[src/rtl/dffram_pkg.sv]
`default_nettype none
// ============================================================================
// Module   : dffram_pkg
// Purpose  : Shared constants and helpers for the banked standard-cell RAM.
// Revision : 1.0 - initial release
// ============================================================================
package dffram_pkg;

    localparam int WORDS_PER_BANK = 16;
    localparam int BYTE_W         = 8;

    // Address width: 4 bits of word-in-bank plus enough bits to pick a bank.
    function automatic int calc_awidth(input int banks);
        return ((banks > 1) ? $clog2(banks) : 0) + 4;
    endfunction

endpackage
`default_nettype wire

[src/rtl/dffram_bank16.sv]
`default_nettype none
// ============================================================================
// Module   : dffram_bank16
// Purpose  : One 16-word bank with byte write enables, a word decoder,
//            latch or flip-flop storage, and a registered read port.
// Revision : 1.0 - initial release
// ============================================================================
module dffram_bank16
    import dffram_pkg::*;
#(
    parameter  int USE_LATCH = 1,
    parameter  int WSIZE     = 4,
    localparam int DW        = BYTE_W * WSIZE
) (
    input  logic             CLK,
    input  logic             RST,
    input  logic             SEL,
    input  logic [WSIZE-1:0] WE,
    input  logic [3:0]       A,
    input  logic [DW-1:0]    Di,
    output logic [DW-1:0]    Do
);

    logic [WORDS_PER_BANK-1:0]            w_dec;
    logic [WORDS_PER_BANK-1:0][WSIZE-1:0] w_wen;
    logic [WORDS_PER_BANK-1:0][DW-1:0]    w_cells;
    logic [DW-1:0]                        r_do;

    // Word decoder and per-lane write enables (only when this bank is selected)
    always_comb begin
        w_dec    = '0;
        w_dec[A] = SEL;
        for (int w = 0; w < WORDS_PER_BANK; w++) begin
            for (int b = 0; b < WSIZE; b++) begin
                w_wen[w][b] = w_dec[w] & WE[b];
            end
        end
    end

    generate
        if (USE_LATCH != 0) begin : g_latch
            logic [DW-1:0]                        r_di;
            logic [WORDS_PER_BANK-1:0][WSIZE-1:0] r_wen;

            // Capture write data and lane enables at the write edge; a reset
            // present at that edge cancels the write.
            always_ff @(posedge CLK) begin
                r_di  <= Di;
                r_wen <= RST ? '0 : w_wen;
            end

            for (genvar w = 0; w < WORDS_PER_BANK; w++) begin : g_word
                for (genvar b = 0; b < WSIZE; b++) begin : g_byte
                    logic              w_gate;
                    logic [BYTE_W-1:0] r_lat;

                    // Gate opens only in the low phase after the write edge, so
                    // a read sampled on that edge still sees the old byte.
                    assign w_gate = ~CLK & r_wen[w][b];

                    // Transparent storage latch for one byte lane
                    always_latch begin
                        if (w_gate) r_lat = r_di[b*BYTE_W +: BYTE_W];
                    end

                    assign w_cells[w][b*BYTE_W +: BYTE_W] = r_lat;
                end
            end
        end else begin : g_ff
            for (genvar w = 0; w < WORDS_PER_BANK; w++) begin : g_word
                logic [DW-1:0] r_word;

                // Edge-triggered byte-lane writes; contents are never cleared
                always_ff @(posedge CLK) begin
                    if (!RST) begin
                        for (int b = 0; b < WSIZE; b++) begin
                            if (w_wen[w][b]) r_word[b*BYTE_W +: BYTE_W] <= Di[b*BYTE_W +: BYTE_W];
                        end
                    end
                end

                assign w_cells[w] = r_word;
            end
        end
    endgenerate

    // Registered read of the addressed word; it samples pre-write contents
    always_ff @(posedge CLK or posedge RST) begin
        if (RST)      r_do <= '0;
        else if (SEL) r_do <= w_cells[A];
    end

    assign Do = r_do;

endmodule
`default_nettype wire

[src/rtl/dffram_banked.sv]
`default_nettype none
// ============================================================================
// Module   : dffram_banked
// Purpose  : Single-port byte-writable RAM of BANKS x 16 words, built from
//            standard-cell storage; one-cycle registered read, read-first.
// Revision : 1.0 - initial release
// ============================================================================
module dffram_banked
    import dffram_pkg::*;
#(
    parameter  int USE_LATCH = 1,
    parameter  int WSIZE     = 4,
    parameter  int BANKS     = 2,
    localparam int AWIDTH    = calc_awidth(BANKS),
    localparam int DW        = BYTE_W * WSIZE
) (
    input  logic              CLK,
    input  logic              RST,
    input  logic              EN0,
    input  logic [WSIZE-1:0]  WE0,
    input  logic [AWIDTH-1:0] A0,
    input  logic [DW-1:0]     Di0,
    output logic [DW-1:0]     Do0
);

    localparam int c_BW = (BANKS > 1) ? $clog2(BANKS) : 1;

    logic [c_BW-1:0]            w_bank;
    logic [c_BW-1:0]            r_bank;
    logic [BANKS-1:0]           w_sel;
    logic [BANKS-1:0][DW-1:0]   w_bank_do;

    generate
        if (BANKS > 1) begin : g_bank_idx
            assign w_bank = A0[AWIDTH-1:4];
        end else begin : g_bank_idx_single
            assign w_bank = '0;
        end
    endgenerate

    // Bank decode: exactly one bank is selected whenever the port is enabled
    always_comb begin
        for (int i = 0; i < BANKS; i++) begin
            w_sel[i] = EN0 && (w_bank == c_BW'(i));
        end
    end

    generate
        for (genvar i = 0; i < BANKS; i++) begin : g_bank
            dffram_bank16 #(
                .USE_LATCH (USE_LATCH),
                .WSIZE     (WSIZE)
            ) u_bank (
                .CLK (CLK),
                .RST (RST),
                .SEL (w_sel[i]),
                .WE  (WE0),
                .A   (A0[3:0]),
                .Di  (Di0),
                .Do  (w_bank_do[i])
            );
        end
    endgenerate

    // Remember which bank produced the current read so the mux is edge-stable
    always_ff @(posedge CLK or posedge RST) begin
        if (RST)      r_bank <= '0;
        else if (EN0) r_bank <= w_bank;
    end

    assign Do0 = w_bank_do[r_bank];

endmodule
`default_nettype wire

[config.mk]
export PLATFORM = sky130hd
export DESIGN_NAME = dffram_banked
export DESIGN_NICKNAME = d
export VERILOG_FILES = /design/src/rtl/dffram_pkg.sv /design/src/rtl/dffram_bank16.sv /design/src/rtl/dffram_banked.sv
export SDC_FILE = /design/constraint.sdc
export NUM_CORES = 1
export LEC_CHECK = 0
export ABC_CLOCK_PERIOD_IN_PS = 2100
export BUFFER_PORTS_ARGS = -buffer_cell sky130_fd_sc_hd__buf_2
export CORE_ASPECT_RATIO = 1.4
export CORE_UTILIZATION = 42
export CTS_CLUSTER_DIAMETER = 100
export CTS_CLUSTER_SIZE = 12
export DETAILED_ROUTE_END_ITERATION = 10
export PLACE_DENSITY = 0.65
export SETUP_SLACK_MARGIN = 0.05
export SYNTH_ARGS = -nofsm -noshare
export SYNTH_HDL_FRONTEND = slang
export SYNTH_SLANG_ARGS = --single-unit
[constraint.sdc]
create_clock -name CLK -period 2.1 [get_ports CLK]
set_clock_uncertainty 0.05 [all_clocks]
set_input_delay 0.21 -clock CLK [delete_from_list [all_inputs] [get_ports CLK]]
set_output_delay 0.21 -clock CLK [all_outputs]
set_load 0.005 [all_outputs]
# == Word level (Yosys, flattened, before mapping) ==
# Index checks and enable logic that the tools add are counted.
# Widths: inputs -> output; s select.
# totals
register_bits,225
ramBits,0
wordCells,1590
n_memories,0
latchBits,1024
rom_bits,0
input_bits,44
output_inout_bits,32
# op_classes
n_eq_ne,0
add_sub_neg,0
multipliers,0
order_cmp,3
muxes,264
bitwise_logic,260
n_div,0
n_reduce_logical,3
shifts,0
# ops
operator,n
$mux 8,256
$and 1x1->1,256
$bmux 32 s4,2
$mux 32,4
$and 16x16->16,2
$lt 4x5->1 const B,1
$demux 1 s4,1
$ge 4x1->1 const B,1
$logic_and 1x1->1,3
$lt 1x2->1 const B,1
$not 1->1,2
$mux 1,1

# == Depth between registers and ports, before layout ==
# depth
word_depth,6
mapped_depth,8
ltp_nobuf,4

# == Cells and area by module ==
# A second synthesis with hierarchy kept.
# unflattened
cells_unflattened,2629
area_unflattened_um2,31888.1
# by_module_without_submodules
module,cells_per_inst,seq_area_each_um2,area_per_inst_um2,instances
dffram_bank16,1294,2722.6,15647.5,2
dffram_banked,41,25.0,593.1,1

==> reports/qor.txt <==
Outcome: finished, violations left
Initial antenna violation count: 1
CP required: 2710 ps
Placed instance count: 3691
Peak VDD IR: 0.692 mV
Die H: 325 um
Headroom to the max-slew limit: 45.2%
NumNets Final: 3307
CP Class: latch2reg
Largest net degree at the start of global routing: 65
DRT antenna net count: 0
Router iterations before antenna repair: 6
DR WL/cell: 27.5 um
CP max FO: 1
Vias in the first global route: 28000
Synth Flop Type: dlxtp_1
Post-synth EDFFs: 0
Commonest non-fill, non-tap cell in the layout: dlxtp_1
FILL cells: 4934
Synthesized Nets: 2726
IO buf count: 75
Hold Path Class: in2reg
Cell variety after synth: 35
1st-iter DRT viols: 2752
Skew-Pair Late Insertion Delay: 1200 ps
Reg area: 20200 um2
Synth warnings: 0
Final Non-Filler Cells: 4239
Startpoint types: latch
Core area: 73800 um2
CTS tree: yes
Top-Level Pins: 76
FP Rows: 118
Total wire length: 116000 um
Commonest non-fill, non-tap cells in the layout: dlxtp_1 (1024), clkbuf_16 (448), mux2i_1 (378)
Layout cells sized above 1: 26.0%
Final setup margin: -614 ps
Global-route wire length before repair: 172000 um
Final Setup Violations: 96
Asr flop ratio synth: 5.20%
Max cap viols: 0
Total routing usage reported by global routing: 30.7%
Failing checks: setup timing
Avg Inst Size Synth: 11.7 um2
Post-Place Worst Slack: -227 ps
Power, Total: 0.0179 W
Crit path capture type: flop
Cells on worst reg2reg path: 3
Worst-path clk slew: 80 ps
PD cells: 387 nW/um2
Synthesized area: 31300 um2
WHS Path Cells: 4
Antenna Cells: 0
RSZ-0062 raised after global routing: yes
Mapped Cells: 2682
Area of the multi-input gates: 10400 um2
Initial Util: 42.4%
Fin. max-slew vios: 0
Die ar.: 75600 um2
Synth-to-layout area growth: 47.5%
Yosys reg bits: 1249
GPL Wtd Cong: 0.859
WP data arrival: 3320 ps
Vias: 25100
# DRC: 0
Vias per cell: 5.93
Hold Vio Cnt, Final: 0
HPWL after detailed placement: 58300 um
Setup tns final: -33750 ps
Congestion Overflow GR: 0
Pleak: 20.9 nW
Register-to-register setup slack: -610 ps
Die width: 233 um
Worst Tran Pin Value: 823 ps
state kept, by name, summed over array words and instances, names as in the netlist:
signal                                     count
r_bank                                         1
g_bank.u_bank.g_latch.r_di                    32
g_bank.u_bank.Do                              64
g_bank.u_bank.g_latch.r_wen                  128
g_bank.u_bank.g_latch.g_word.g_byte.r_lat   1024
worst paths after layout:
path	from	endpoint
min in group asynchronous	RST	g_bank[0].u_bank.Do[24]$_DFFE_PP0N_
max in group gated	g_bank[1].u_bank.g_latch.r_wen[53]$_SDFF_PP0_	clock gate
max	latch	g_bank[0].u_bank.Do[17]$_DFFE_PP0N_
max reg2reg	latch	g_bank[0].u_bank.Do[17]$_DFFE_PP0N_
max in group asynchronous	RST	g_bank[1].u_bank.Do[2]$_DFFE_PP0N_
min	A0[2]	g_bank[1].u_bank.Do[22]$_DFFE_PP0N_
min in group gated	g_bank[0].u_bank.g_latch.r_wen[57]$_SDFF_PP0_	clock gate
min reg2reg	g_bank[1].u_bank.g_latch.r_di[16]$_DFF_P_	latch
cells by family after synthesis:
| logic type | count (synthesis) | share of synthesized area (%) |
|---|---|---|
| buffers and inverters | 167 | 3.52 |
| AOI/OAI and AO/OA | 295 | 6.47 |
| DFF | 225 | 15.4 |
| and+or+nand+nor | 490 | 7.34 |
| muxes | 481 | 18.1 |
| latches | 1024 | 49.2 |
report_power, final:
| group | internal (W) | total (W) | switching (W) |
|---|---|---|---|
| sequential | 0.00484 | 0.00504 | 0.000200 |
| combinational | 0.00144 | 0.00328 | 0.00184 |
| clock | 0.00551 | 0.00954 | 0.00403 |
cell type report:
class | count | area share, %
clock buffers | 461 | 24.3
clock inverters | 3 | 0.0488
inverters | 1 | 0.0163
multi-input cells | 1266 | 22.6
flip-flops and latches | 1249 | 43.8
well taps | 960 | 2.60
repair buffers | 299 | 6.64
repair_timing:
item,4_1_cts,5_1_grt
hold endpoints to repair,227,1
gates cloned,3,1
setup buffers,4,3
resized for setup,103,43
setup endpoints to repair,96,96
pin swaps,17,31
hold buffers,76,1
critical path, stage by stage (launching register included):
cell and delay, ps:
dlxtp_1 260, mux4_2 500, o21ai_2 170, a31oi_1 150
synthesized netlist by cell type (2+ instances only):
cell type	instances	area, um2
dlxtp_1	1024	15400
mux2i_1	384	3840
nor2_1	256	961
dfxtp_1	160	3200
nor2b_1	132	826
o22ai_1	117	732
clkbuf_1	66	248
dfrtp_1	65	1630
a31oi_1	64	400
mux4_2	64	1440
buf_6	44	495
nand3_1	42	210
nand2_1	41	154
a221oi_1	39	342
buf_2	37	185
o21ai_1	37	185
mux2_2	33	372
a2bb2oi_1	25	219
o22ai_2	11	138
buf_1	6	22.5
buf_4	5	37.5
buf_8	5	75.1
and2_1	4	25.0
nand4_1	4	25.0
or3b_1	3	26.3
clkbuf_4	2	15.0
nand3b_1	2	15.0
nor2_4	2	22.5
o21ai_0	2	10.0
stage by stage:
step	hold slack, ps	utilization [%]	cell area [um2]
6_report	55.7	62.5	46200
5_1_grt	36.3	62.5	46200
4_1_cts	1.28	62.3	46000
3_5_place_dp	264	45.2	33400
3_3_place_gp	262	45.2	33400
2_1_floorplan	188	-	31300
metal layers:
metal	part of all wire, %	vias to the layer above	GRT usage [%]
met3	8.8	608	9.20
met1	36	12400	34.6
met5	0.015	-	0.326
met2	48	1650	48.6
met4	7.2	2	23.5
li1	-	10400	-
Note: power is estimated with default switching activity, not from simulation.
